**src/rtl/i2c_target_pkg.sv**
```systemverilog
// Shared types and constants for the I2C register-file target.
package i2c_target_pkg;

   localparam logic [6:0] DEFAULT_TARGET_ADDR = 7'h50;
   localparam int BIT_CNT_W = 4;
   localparam logic [BIT_CNT_W-1:0] BIT_ONE = 1;
   localparam logic [BIT_CNT_W-1:0] BYTE_BITS = 8;

   typedef enum logic [2:0] {
      ST_IDLE,
      ST_ADDR,
      ST_ADDR_ACK,
      ST_WR_DATA,
      ST_WR_ACK,
      ST_RD_DATA,
      ST_RD_ACK,
      ST_IGNORE
   } i2c_target_state_t;

endpackage

```
**src/rtl/i2c_target_regfile_if.sv**
```systemverilog
// Pin and write-notification bundle between the I2C bus and the register-file target.
interface i2c_target_regfile_if #(
   parameter int NREGS = 16
);
   localparam int AW = $clog2(NREGS);

   logic          i2c_scl_i;
   logic          i2c_sda_i;
   logic          i2c_sda_o;
   logic          i2c_sda_t;
   logic          busy;
   logic          wr_valid;
   logic [AW-1:0] wr_addr;
   logic [7:0]    wr_data;

   modport slave (
      input  i2c_scl_i, i2c_sda_i,
      output i2c_sda_o, i2c_sda_t, busy, wr_valid, wr_addr, wr_data
   );

   modport master (
      output i2c_scl_i, i2c_sda_i,
      input  i2c_sda_o, i2c_sda_t, busy, wr_valid, wr_addr, wr_data
   );
endinterface

```
**src/rtl/i2c_bus_sync.sv**
```systemverilog
// Synchronizes SCL/SDA into the clk domain and flags edges, START and STOP.
module i2c_bus_sync (
   input  logic clk,
   input  logic rst,
   input  logic scl_i,
   input  logic sda_i,
   output logic scl_rise,
   output logic scl_fall,
   output logic start_det,
   output logic stop_det,
   output logic sda_s
);

   // [0] metastable stage, [1] synchronized level, [2] previous level; idle bus reads high
   logic [2:0] scl_pipe;
   logic [2:0] sda_pipe;

   always_ff @(posedge clk or posedge rst) begin
      if (rst) begin
         scl_pipe <= '1;
         sda_pipe <= '1;
      end else begin
         scl_pipe <= {scl_pipe[1:0], scl_i};
         sda_pipe <= {sda_pipe[1:0], sda_i};
      end
   end

   assign scl_rise  =  scl_pipe[1] & ~scl_pipe[2];
   assign scl_fall  = ~scl_pipe[1] &  scl_pipe[2];
   assign start_det =  scl_pipe[1] &  scl_pipe[2] &  sda_pipe[2] & ~sda_pipe[1];
   assign stop_det  =  scl_pipe[1] &  scl_pipe[2] & ~sda_pipe[2] &  sda_pipe[1];
   assign sda_s     =  sda_pipe[1];

endmodule

```
**src/rtl/i2c_target_regfile.sv**
```systemverilog
// I2C target exposing a byte-wide register file with an auto-incrementing pointer.
// NREGS must match the NREGS of the connected interface instance.
module i2c_target_regfile
   import i2c_target_pkg::*;
#(
   parameter logic [6:0] TARGET_ADDR = DEFAULT_TARGET_ADDR,
   parameter int         NREGS       = 16
) (
   input logic                 clk,
   input logic                 rst,
   i2c_target_regfile_if.slave bus
);

   localparam int PW = $clog2(NREGS);
   typedef logic [PW-1:0] ptr_t;

   logic scl_rise, scl_fall, start_det, stop_det, sda_s;

   i2c_bus_sync u_sync (
      .clk       (clk),
      .rst       (rst),
      .scl_i     (bus.i2c_scl_i),
      .sda_i     (bus.i2c_sda_i),
      .scl_rise  (scl_rise),
      .scl_fall  (scl_fall),
      .start_det (start_det),
      .stop_det  (stop_det),
      .sda_s     (sda_s)
   );

   i2c_target_state_t    state, state_nx;
   logic [BIT_CNT_W-1:0] bit_cnt, bit_cnt_nx;
   logic [7:0]           shift, shift_nx;
   logic                 sda_q, sda_nx;
   logic                 busy_q, busy_nx;
   logic                 rw_q, rw_nx;
   logic                 first_q, first_nx;
   ptr_t                 ptr, ptr_nx;
   logic                 wr_en;
   logic                 wr_valid_q;
   ptr_t                 wr_addr_q;
   logic [7:0]           wr_data_q;
   logic [7:0]           regs [NREGS];
   logic [7:0]           rd_byte;

   assign rd_byte = regs[ptr];

   always_ff @(posedge clk or posedge rst) begin
      if (rst) begin
         state      <= ST_IDLE;
         bit_cnt    <= '0;
         shift      <= '0;
         sda_q      <= 1'b1;
         busy_q     <= 1'b0;
         rw_q       <= 1'b0;
         first_q    <= 1'b0;
         ptr        <= '0;
         wr_valid_q <= 1'b0;
         wr_addr_q  <= '0;
         wr_data_q  <= '0;
      end else begin
         state      <= state_nx;
         bit_cnt    <= bit_cnt_nx;
         shift      <= shift_nx;
         sda_q      <= sda_nx;
         busy_q     <= busy_nx;
         rw_q       <= rw_nx;
         first_q    <= first_nx;
         ptr        <= ptr_nx;
         wr_valid_q <= wr_en;
         if (wr_en) begin
            wr_addr_q <= ptr;
            wr_data_q <= shift;
         end
      end
   end

   always_ff @(posedge clk or posedge rst) begin
      if (rst) begin
         for (int i = 0; i < NREGS; i++) regs[i] <= '0;
      end else if (wr_en) begin
         regs[ptr] <= shift;
      end
   end

   // Read bytes are pre-shifted: bit 7 goes out at load, bit_cnt counts bits already presented
   always_comb begin
      state_nx   = state;
      bit_cnt_nx = bit_cnt;
      shift_nx   = shift;
      sda_nx     = sda_q;
      busy_nx    = busy_q;
      rw_nx      = rw_q;
      first_nx   = first_q;
      ptr_nx     = ptr;
      wr_en      = 1'b0;
      if (start_det) begin
         state_nx   = ST_ADDR;
         bit_cnt_nx = '0;
         sda_nx     = 1'b1;
      end else if (stop_det) begin
         state_nx = ST_IDLE;
         sda_nx   = 1'b1;
         busy_nx  = 1'b0;
      end else begin
         case (state)
            ST_ADDR, ST_WR_DATA: begin
               if (scl_rise) begin
                  shift_nx   = {shift[6:0], sda_s};
                  bit_cnt_nx = bit_cnt + BIT_ONE;
               end else if (scl_fall && bit_cnt == BYTE_BITS) begin
                  if (state == ST_ADDR) begin
                     if (shift[7:1] == TARGET_ADDR) begin
                        state_nx = ST_ADDR_ACK;
                        sda_nx   = 1'b0;
                        busy_nx  = 1'b1;
                        rw_nx    = shift[0];
                     end else begin
                        state_nx = ST_IGNORE;
                        sda_nx   = 1'b1;
                        busy_nx  = 1'b0;
                     end
                  end else begin
                     state_nx = ST_WR_ACK;
                     sda_nx   = 1'b0;
                     first_nx = 1'b0;
                     if (first_q) begin
                        ptr_nx = shift[PW-1:0];
                     end else begin
                        wr_en  = 1'b1;
                        ptr_nx = ptr + ptr_t'(1);
                     end
                  end
               end
            end
            ST_ADDR_ACK: begin
               if (scl_fall) begin
                  bit_cnt_nx = '0;
                  sda_nx     = 1'b1;
                  if (rw_q) begin
                     state_nx   = ST_RD_DATA;
                     sda_nx     = rd_byte[7];
                     shift_nx   = {rd_byte[6:0], 1'b1};
                     ptr_nx     = ptr + ptr_t'(1);
                     bit_cnt_nx = BIT_ONE;
                  end else begin
                     state_nx = ST_WR_DATA;
                     first_nx = 1'b1;
                  end
               end
            end
            ST_WR_ACK: begin
               if (scl_fall) begin
                  state_nx   = ST_WR_DATA;
                  sda_nx     = 1'b1;
                  bit_cnt_nx = '0;
               end
            end
            ST_RD_DATA: begin
               if (scl_fall) begin
                  if (bit_cnt == '0) begin
                     sda_nx     = rd_byte[7];
                     shift_nx   = {rd_byte[6:0], 1'b1};
                     ptr_nx     = ptr + ptr_t'(1);
                     bit_cnt_nx = BIT_ONE;
                  end else if (bit_cnt == BYTE_BITS) begin
                     state_nx = ST_RD_ACK;
                     sda_nx   = 1'b1;
                  end else begin
                     sda_nx     = shift[7];
                     shift_nx   = {shift[6:0], 1'b1};
                     bit_cnt_nx = bit_cnt + BIT_ONE;
                  end
               end
            end
            ST_RD_ACK: begin
               if (scl_rise) begin
                  bit_cnt_nx = '0;
                  state_nx   = sda_s ? ST_IGNORE : ST_RD_DATA;
               end
            end
            default: ;
         endcase
      end
   end

   assign bus.i2c_sda_o = sda_q;
   assign bus.i2c_sda_t = sda_q;
   assign bus.busy      = busy_q;
   assign bus.wr_valid  = wr_valid_q;
   assign bus.wr_addr   = wr_addr_q;
   assign bus.wr_data   = wr_data_q;

endmodule

```
**src/flat_wrapper.sv**
```systemverilog
// flat-port wrapper written by rule: the top's interface ports become plain ports
module i2c_target_regfile_flat import i2c_target_pkg::*;
#(
   parameter logic [6:0] TARGET_ADDR = DEFAULT_TARGET_ADDR,
   parameter int         NREGS       = 16
)
  (clk, rst, bus_i2c_scl_i, bus_i2c_sda_i, bus_i2c_sda_o, bus_i2c_sda_t, bus_busy, bus_wr_valid, bus_wr_addr, bus_wr_data);
  i2c_target_regfile_if #(.NREGS(NREGS)) bus_i ();
  input logic clk;
  input logic rst;
  input wire logic [$bits(bus_i.i2c_scl_i)-1:0] bus_i2c_scl_i;
  input wire logic [$bits(bus_i.i2c_sda_i)-1:0] bus_i2c_sda_i;
  output wire logic [$bits(bus_i.i2c_sda_o)-1:0] bus_i2c_sda_o;
  output wire logic [$bits(bus_i.i2c_sda_t)-1:0] bus_i2c_sda_t;
  output wire logic [$bits(bus_i.busy)-1:0] bus_busy;
  output wire logic [$bits(bus_i.wr_valid)-1:0] bus_wr_valid;
  output wire logic [$bits(bus_i.wr_addr)-1:0] bus_wr_addr;
  output wire logic [$bits(bus_i.wr_data)-1:0] bus_wr_data;
  assign bus_i.i2c_scl_i = bus_i2c_scl_i;
  assign bus_i.i2c_sda_i = bus_i2c_sda_i;
  assign bus_i2c_sda_o = bus_i.i2c_sda_o;
  assign bus_i2c_sda_t = bus_i.i2c_sda_t;
  assign bus_busy = bus_i.busy;
  assign bus_wr_valid = bus_i.wr_valid;
  assign bus_wr_addr = bus_i.wr_addr;
  assign bus_wr_data = bus_i.wr_data;
  i2c_target_regfile #(.TARGET_ADDR(TARGET_ADDR), .NREGS(NREGS)) u_core (.clk(clk), .rst(rst), .bus(bus_i));
endmodule
```
**config.mk**
```make
export PLATFORM = sky130hd
export DESIGN_NAME = i2c_target_regfile_flat
export DESIGN_NICKNAME = d
export VERILOG_FILES = /design/src/rtl/i2c_target_pkg.sv /design/src/rtl/i2c_target_regfile_if.sv /design/src/rtl/i2c_bus_sync.sv /design/src/rtl/i2c_target_regfile.sv /design/src/flat_wrapper.sv
export SDC_FILE = /design/constraint.sdc
export NUM_CORES = 1
export LEC_CHECK = 0
export CAP_MARGIN = 10
export CORE_UTILIZATION = 62
export CTS_CLUSTER_SIZE = 8
export DETAILED_ROUTE_END_ITERATION = 10
export DONT_BUFFER_PORTS = 1
export MAX_ROUTING_LAYER = met4
export PLACE_DENSITY = 0.75
export SYNTH_ARGS = -nofsm -noshare
export SYNTH_HDL_FRONTEND = slang
export SYNTH_SLANG_ARGS = --single-unit
```
**constraint.sdc**
```tcl
create_clock -name clk -period 9.4 [get_ports clk]
set_input_delay 1.41 -clock clk [delete_from_list [all_inputs] [get_ports clk]]
set_output_delay 1.41 -clock clk [all_outputs]
set_load 0.1 [all_outputs]
```
==> results of run 1 <==
-- where the power goes --
part | total (mW) | internal, mW | switching [mW]
Combinational | 0.795 | 0.314 | 0.481
Sequential | 1.12 | 0.824 | 0.294
Clock | 0.719 | 0.427 | 0.292
-- per-layer routing --
layer	vias up	GRT usage (%)	wire length, um
met5	-	-	0
li1	2421	-	-
met4	0	8.41	303
met3	26	5.81	932
met1	2725	40.5	8190
met2	156	42.9	8490
-- kinds of logic after synthesis --
family / after synthesis / share of synthesized area [%]
simple gates: 122 / 8.02
flops: 170 / 51.4
xor+xnor: 2 / 0.211
buf+inv: 84 / 4.46
mux: 201 / 26.4
compound gates: 100 / 8.66
fa+ha+maj: 6 / 0.905
-- how the worst max path moves through the flow --
stage	cells past startpoint	startpoint	to	slack (ns)
floorplan	1	rst	u_core.bit_cnt[0]$_DFFE_PP0P_	3.40
global placement	2	rst	u_core.ptr[1]$_DFFE_PP0P_	6.33
detailed placement	2	rst	u_core.ptr[1]$_DFFE_PP0P_	6.27
CTS	0	u_core.bus.i2c_sda_o$_DFFE_PP1P_	bus_i2c_sda_o	6.34
global route	0	u_core.bus.i2c_sda_o$_DFFE_PP1P_	bus_i2c_sda_o	6.32
finish	0	u_core.bus.i2c_sda_o$_DFFE_PP1P_	bus_i2c_sda_o	6.35
-- stage by stage --
step	cell area, sq um	utilization [%]
global route	8920	69.6
detailed placement	8310	64.8
global placement	8310	64.8
floorplan	8300	-
finish	8920	69.6
CTS	8920	69.6
-- area by class of cell --
class                           count  area (sq um)  area share [%]
Clock buffer                       19           443            4.96
Clock inverter                     13           166            1.87
Inverter                           17          68.8           0.771
Multi-Input combinational cell    431          3670            41.2
Sequential cell                   170          4270            47.8
Tap cell                          172           215            2.41
Timing Repair Buffer               12          90.1            1.01
-- registers in the layout, indices dropped and copies added (netlist names) --
register	flops
u_core.ptr	4
u_core.bus.wr_valid	1
u_core.bus.busy	1
u_core.u_sync.scl_pipe	3
u_core.bit_cnt	4
u_core.state	3
u_core.rw_q	1
u_core.bus.i2c_sda_o	1
u_core.regs	128
u_core.shift	8
u_core.first_q	1
u_core.bus.wr_data	8
u_core.bus.wr_addr	4
u_core.u_sync.sda_pipe	3
-- cell usage in the layout, fill, tap and decap left out, drive strengths merged, types with 2 or more instances in the layout --
master / Yosys / routed
ha: 6 / 6
clkinv: 0 / 4
a211oi: 9 / 9
nand2b: 3 / 3
nand3b: 5 / 5
nor2: 32 / 32
a41oi: 2 / 2
nand4: 10 / 10
o31ai: 2 / 2
inv: 17 / 20
dfstp: 7 / 7
dfrtp: 163 / 163
and2: 3 / 3
mux2: 141 / 141
nor4: 3 / 3
nand3: 12 / 12
nor3: 5 / 5
a22oi: 16 / 16
clkbuf: 32 / 19
and3: 19 / 19
a21oi: 14 / 14
a21o: 3 / 3
or3b: 3 / 3
xor2: 2 / 2
o21ai: 12 / 12
bufinv: 0 / 3
o211ai: 2 / 2
a221oi: 9 / 9
a2bb2oi: 3 / 3
nor2b: 13 / 13
mux2i: 60 / 60
o21a: 4 / 4
clkinvlp: 0 / 3
nand2: 8 / 8
a31oi: 16 / 16
buf: 35 / 12
==> impl_metrics.json, run 1 <==
{
  "root_buffer": "clkbuf_16",
  "hold_ws_ns": 0.356,
  "firstDrtPassIters": 5,
  "clock_tree.buffer_depth": 2,
  "max_freq_mhz": 328,
  "yosys_most_used_dff": "dfrtp_1",
  "ant_nets": 0,
  "cp_data_arrival_time_ns": 1.64,
  "rr_startpoint": "u_core.ptr[1]$_DFFE_PP0P_",
  "synth.distinct_cells": 53,
  "yosysMostFrequentCell": "dfrtp_1",
  "place_ws_ns": 6.27,
  "post_cts_buffers": 0,
  "p_total_mw": 2.63,
  "status": "complete, no violations",
  "postCtsHoldBufs": 0,
  "grt_pass1_vias": 5625,
  "layout-drive-gt1-share_pct": 9.82,
  "synth-async-reset-ratio_pct": 100,
  "gp_congestion": 0.852,
  "setup_viol": 0,
  "wire_per_inst_um": 21.5,
  "reg2reg_to": "u_core.regs[4]$_DFFE_PP0P_",
  "global_route.usage.total_pct": 28.9,
  "worst_pin_slew_ns": 1.00,
  "yosysWarnings": 0,
  "synthCells": 685,
  "grt_max_degree": 94,
  "dp_hpwl_mm": 11.5,
  "hold_violations": 0,
  "path_max_fanout": 3,
  "startpoint_type": "flop",
  "grt_pass1_wl_mm": 30.1,
  "synth_common_cells": "dfrtp_1, mux2_1, mux2i_1",
  "vias": 5328,
  "tns_ns": 0,
  "min_period_ns": 3.05,
  "n_antenna_cell": 0,
  "dp.cells": 802,
  "grt_setup_unrepaired": "false",
  "area_delta_synth_final_pct": 7.51,
  "maxSlewHeadroom_pct": 33.4,
  "fp-row-count": 41,
  "stdcell_count": 834,
  "synth.top_cell.area_share_pct": 49.2,
  "ctsResizeCount": 0,
  "fillers": 938,
  "total_leakage_power_nw": 4.49,
  "synth_nets": 695,
  "die_w_um": 118,
  "post_drt_via_cell_ratio": 6.39,
  "drc_errors": 0,
  "finalWirelength_mm": 17.9,
  "core-area_sq_um": 12800,
  "hold_start": "u_core.u_sync.sda_pipe[0]$_DFF_PP1_",
  "ios": 20,
  "worstSkewPairLatency_ns": 0.43,
  "slew_violations": 0,
  "synth_edf_count": 0,
  "ys_seq_area_share_pct": 51.4,
  "fp.dieArea_sq_um": 13900,
  "drt_iter0_drc": 375,
  "power_density_nw_per_um2": 295,
  "antenna_found_initial": 0,
  "yosys-top-cells-area": "dfrtp_1, mux2_1, mux2i_1, dfstp_2, buf_2",
  "fin_worst_skew_ns": 0.00857,
  "clock-sinks": 170,
  "min_period_over_period_pct": 32.5,
  "final_nets": 659,
  "port_buffers": 0,
  "ys_ff_latch": 170,
  "end_kind": "output pin",
  "hp-class": "flop to flop",
  "initial_core_util_pct": 64.7,
  "cts_tree": "done",
  "die_h_um": 118,
  "yosysTopAreaCell": "dfrtp_1",
  "hold-path-endpoint": "u_core.u_sync.sda_pipe[1]$_DFF_PP1_",
  "vdd_drop_max_uv": 218,
  "rrSetupSlack_ns": 6.59,
  "max_cap_viol_count": 0,
  "cts_buffers": 17,
  "grt.overflow.total": 0,
  "htreeDepth": 4,
  "synth_area_sq_um": 8300,
  "worstSetupPathType": "flop to output pin",
  "fin_ws_ns": 6.35,
  "min_path_cells": 0,
  "clkSlewWorstSetupHoldPaths_ns": 0.06,
  "syn_area_per_cell_sq_um": 12.1,
  "reg2regPathDepth": 4,
  "required_ns": 7.99
}
(Power assumes the default switching activity.)
==> run 2, diff against run 1 <==
- clock period: 9.4 -> 3 ns (I/O delays scaled with it)
==> impl_metrics.json, run 2 (synthesis gave the netlist of run 1 again) <==
{
  "worst_pin_slew_ns": 0.992,
  "end_kind": "flop",
  "ios": 20,
  "wire_per_inst_um": 21.5,
  "grt_setup_unrepaired": "false",
  "vdd_drop_max_uv": 684,
  "gp_congestion": 0.907,
  "cts_buffers": 17,
  "ant_nets": 0,
  "postLayoutCoreUtil_pct": 70.0,
  "maxSlewHeadroom_pct": 33.8,
  "reg2reg_to": "u_core.regs[123]$_DFFE_PP0P_",
  "post_drt_via_cell_ratio": 6.40,
  "dpl_cell_area_sq_um": 8360,
  "required_ns": 3.32,
  "startpoint_type": "flop",
  "dp_hpwl_mm": 11.6,
  "final_common_cell": "dfrtp_1",
  "slowest_stage": "and3_1",
  "cpLargestDelayFamily": "simple AND/OR/NAND/NOR gates",
  "path_buf_inv": 2,
  "final_nets": 666,
  "reg2regPathDepth": 8,
  "initial_core_util_pct": 64.7,
  "grt_max_degree": 171,
  "slowest_delay_ns": 0.56,
  "drt_iter0_drc": 342,
  "p_int_mw": 4.85,
  "drc_errors": 0,
  "regMostFlops": "u_core.regs",
  "hp-class": "input port to async pin",
  "rrSetupSlack_ns": 0.34,
  "htreeDepth": 4,
  "setup_viol": 0,
  "status": "complete, no violations",
  "p_seq_share_pct": 40.8,
  "ctsResizeCount": 0,
  "path_max_fanout": 29,
  "core-area_sq_um": 12800,
  "fillers": 950,
  "finalWirelength_mm": 18.1,
  "layout-drive-gt1-share_pct": 10.6,
  "cp_data_arrival_time_ns": 2.98,
  "post_cts_buffers": 0,
  "vias": 5384,
  "firstDrtPassIters": 7,
  "min_period_ns": 2.66,
  "grt.overflow.total": 0,
  "clkSlewWorstSetupHoldPaths_ns": 0.06,
  "worstSkewPairLatency_ns": 0.44,
  "final_area_sq_um": 8970,
  "stdcell_count": 841,
  "p_sw_share_pct": 41.6,
  "cp_cell_sequence": "inv_1 -> ha_1 -> and3b_1 -> nand2_1 -> nor4_2 -> buf_4 -> and3_1 -> mux2_1",
  "fin_worst_skew_ns": 0.0108,
  "tns_ns": 0,
  "root_buffer": "clkbuf_16",
  "slew_violations": 0,
  "max_freq_mhz": 376,
  "n_antenna_cell": 0,
  "final_cell_mix": "dfrtp_1, mux2_1, mux2i_1",
  "total_leakage_power_nw": 4.52,
  "hold_violations": 0,
  "largest_register_ffs": 128,
  "power_density_nw_per_um2": 926,
  "area_delta_synth_final_pct": 8.14,
  "worstSetupPathType": "flop to flop",
  "clockPowerShare_pct": 26.4,
  "p_total_mw": 8.31,
  "die_w_um": 118,
  "grt_pass1_vias": 5436,
  "min_period_over_period_pct": 88.7,
  "place_ws_ns": 0.365,
  "hold_ws_ns": 0.152,
  "fin_ws_ns": 0.338,
  "combPwrFrac_pct": 32.8,
  "die_h_um": 118,
  "port_buffers": 0,
  "global_route.usage.total_pct": 29.0,
  "cts_tree": "done",
  "antenna_found_initial": 0,
  "power_switching_mw": 3.46,
  "clock-sinks": 170,
  "dp.cells": 807,
  "fp.dieArea_sq_um": 13900,
  "clock_tree.buffer_depth": 2,
  "grt_pass1_wl_mm": 29.7,
  "rr_startpoint": "u_core.bit_cnt[0]$_DFFE_PP0P_",
  "fp-row-count": 41,
  "max_cap_viol_count": 0
}
==> run 2: cell types whose count changed in the layout (fill, tap and decap cells not counted) <==
cell           delta
clkbuf_1          -1
buf_4             +3
buf_12            +1
buf_6             +1
clkbuf_8          -1
dlygate4sd3_1     +2
bufinv_16         -1
inv_6             +3
==> run 2: layout make-up <==
class                           instances  area (sq um)  share of cell area [%]
Clock buffer                           17           425                    4.74
Clock inverter                         15           164                    1.83
Inverter                               17          67.6                   0.753
Multi-Input combinational cell        431          3670                    40.9
Sequential cell                       170          4270                    47.5
Tap cell                              172           215                    2.40
Timing Repair Buffer                   19           164                    1.83
==> run 2: timing repair <==
action / CTS / global route
setup endpoints to repair: 0 / 0
hold buffers: 2 / 0
endpoints found under the hold margin: 2 / 0
==> run 2: worst reg2reg max path, cell delays in order, from the launching register on <==
cell and delay [ns]:
dfrtp_1 0.41, inv_1 0.09, ha_1 0.19, and3b_1 0.25, nand2_1 0.09, nor4_2 0.22, buf_4 0.35, and3_1 0.57
mux2_1 0.38
==> run 2: how the worst max path moves through the flow <==
stage	cells past startpoint	slack, ns	start	endpoint
final	8	0.34	u_core.bit_cnt[0]$_DFFE_PP0P_	u_core.regs[123]$_DFFE_PP0P_
after global routing	8	0.13	u_core.bit_cnt[0]$_DFFE_PP0P_	u_core.regs[121]$_DFFE_PP0P_
after CTS	8	0.35	u_core.bit_cnt[0]$_DFFE_PP0P_	u_core.regs[123]$_DFFE_PP0P_
after detailed placement	8	0.36	u_core.bit_cnt[0]$_DFFE_PP0P_	u_core.regs[123]$_DFFE_PP0P_
after global placement	8	0.43	u_core.bit_cnt[0]$_DFFE_PP0P_	u_core.regs[52]$_DFFE_PP0P_
after floorplan	1	0.39	rst	u_core.bit_cnt[0]$_DFFE_PP0P_
==> run 2: power groups by stage <==
stage	clock network (mW)	logic (mW)	registers, mW
5_1_grt	2.31	2.96	3.44
2_1_floorplan	0	2.17	3.10
3_5_place_dp	0	2.69	3.42
6_report	2.20	2.72	3.39
3_3_place_gp	0	2.62	3.40
4_1_cts	2.22	2.70	3.38
==> run 2: layer usage <==
| metal | global-route usage, % | vias up | routed length, um | part of all wire, % |
|---|---|---|---|---|
| met2 | 43.8 | 167 | 8460 | 47 |
| met4 | 12.0 | 0 | 521 | 2.9 |
| met1 | 38.2 | 2733 | 8040 | 45 |
| met3 | 6.35 | 42 | 1040 | 5.8 |
| li1 | - | 2442 | - | - |
| met5 | - | - | 0 | 0 |
==> run 3, diff against run 2 <==
- CORE_ASPECT_RATIO: not set -> 0.6
==> impl_metrics.json, run 3 (synthesis gave the netlist of run 1 again) <==
{
  "worst_pin_slew_ns": 0.922,
  "worstSetupPathType": "flop to flop",
  "worstSkewPairLatency_ns": 0.44,
  "global_route.usage.total_pct": 32.9,
  "vias": 5570,
  "cts_buffers": 17,
  "grt_setup_unrepaired": "false",
  "max_cap_viol_count": 0,
  "fillers": 907,
  "n_antenna_cell": 0,
  "slew_violations": 0,
  "power_density_nw_per_um2": 927,
  "vdd_drop_max_uv": 441,
  "violations": "hold timing",
  "dp_hpwl_mm": 13.7,
  "setup_viol": 0,
  "cts_tree": "done",
  "fp-row-count": 32,
  "startpoint_type": "flop",
  "post_cts_buffers": 0,
  "post_drt_via_cell_ratio": 6.59,
  "root_buffer": "clkbuf_16",
  "grt_pass1_vias": 5501,
  "grt_pass1_wl_mm": 32.0,
  "max_freq_mhz": 387,
  "cp_data_arrival_time_ns": 2.89,
  "status": "complete, but fails checks",
  "fin_worst_skew_ns": 0.00973,
  "ios": 20,
  "postLayoutCoreUtil_pct": 69.7,
  "gp_congestion": 0.987,
  "final_cell_mix": "dfrtp_1, mux2_1, mux2i_1",
  "antenna_found_initial": 0,
  "min_period_over_period_pct": 86.1,
  "final_nets": 672,
  "ant_nets": 0,
  "clkSlewWorstSetupHoldPaths_ns": 0.07,
  "p_total_mw": 8.36,
  "min_period_ns": 2.58,
  "firstDrtPassIters": 5,
  "end_kind": "flop",
  "multiInputGateArea_sq_um": 3670,
  "total_leakage_power_nw": 4.54,
  "tns_ns": 0,
  "htreeDepth": 4,
  "path_max_fanout": 21,
  "port_buffers": 0,
  "clock-sinks": 170,
  "hp-class": "input port to async pin",
  "wire_per_inst_um": 23.8,
  "place_ws_ns": 0.446,
  "largest_register_ffs": 128,
  "grt_max_degree": 69,
  "drt_iter0_drc": 607,
  "layout-drive-gt1-share_pct": 11.1,
  "drc_errors": 0,
  "clock_tree.buffer_depth": 2,
  "ff_latch_area_sq_um": 4270,
  "required_ns": 3.31,
  "grt.overflow.total": 0,
  "die_w_um": 151,
  "maxSlewHeadroom_pct": 38.5,
  "area_delta_synth_final_pct": 8.62,
  "regMostFlops": "u_core.regs",
  "finalWirelength_mm": 20.1,
  "core-area_sq_um": 12900,
  "fp.dieArea_sq_um": 13900,
  "fin_ws_ns": 0.416,
  "hold_ws_ns": -0.0130,
  "initial_core_util_pct": 64.2,
  "hold_violations": 11,
  "die_h_um": 91.6,
  "final_common_cell": "dfrtp_1"
}
-- run 3: worst max-delay path, stage by stage (launching register included) --
cell and delay [ns]:
dfrtp_1 0.42, inv_1 0.09, ha_1 0.19, and3b_1 0.27
nand2_1 0.09, nor4_2 0.23, buf_4 0.28, and3_1 0.50
mux2_1 0.38
-- run 3: final cells by class --
class,instances,area share [%]
clock inverters,13,1.47
repair buffers,25,2.55
flip-flops and latches,170,47.3
clock buffers,19,4.80
inverters,17,0.750
multi-input cells,431,40.7
well taps,170,2.36
-- run 3: final timing paths --
path / start / end / slack [ns] / cells past startpoint
setup / recovery: u_core.bit_cnt[0]$_DFFE_PP0P_ / u_core.regs[44]$_DFFE_PP0P_ / 0.42 / 8
hold / removal: rst / u_core.bus.wr_data[5]$_DFFE_PP0P_ / -0.01 / 1
setup reg to reg: u_core.bit_cnt[0]$_DFFE_PP0P_ / u_core.regs[44]$_DFFE_PP0P_ / 0.42 / 8
hold reg to reg: u_core.u_sync.sda_pipe[0]$_DFF_PP1_ / u_core.u_sync.sda_pipe[1]$_DFF_PP1_ / 0.36 / 0
max in group asynchronous: rst / u_core.regs[58]$_DFFE_PP0P_ / 2.12 / 3
min in group clk: u_core.u_sync.sda_pipe[0]$_DFF_PP1_ / u_core.u_sync.sda_pipe[1]$_DFF_PP1_ / 0.36 / 0
-- run 3: through the flow --
step	cell area, sq um	std cells	hold slack, ns
5_1_grt	9010	845	0.0231
4_1_cts	9010	845	0.00326
3_3_place_gp	8430	811	0.347
3_5_place_dp	8430	811	0.349
6_report	9010	845	-0.0130
2_1_floorplan	8300	685	0.345
-- run 3: report_power, final --
group | total, mW | internal (mW) | switching (mW)
registers | 3.35 | 2.58 | 0.764
clock network | 2.13 | 1.16 | 0.965
logic | 2.89 | 1.05 | 1.84
-- run 3: routing by layer --
metal	GRT usage, %	routed length, um
met1	49.7	9730
met2	41.4	8220
met3	11.6	1940
met4	8.33	246
met5	-	0
-- run 3: timing repair --
action / 4_1_cts / 5_1_grt
hold buffers: 2 / 0
hold endpoints to repair: 2 / 0
resized for setup: 0 / 0
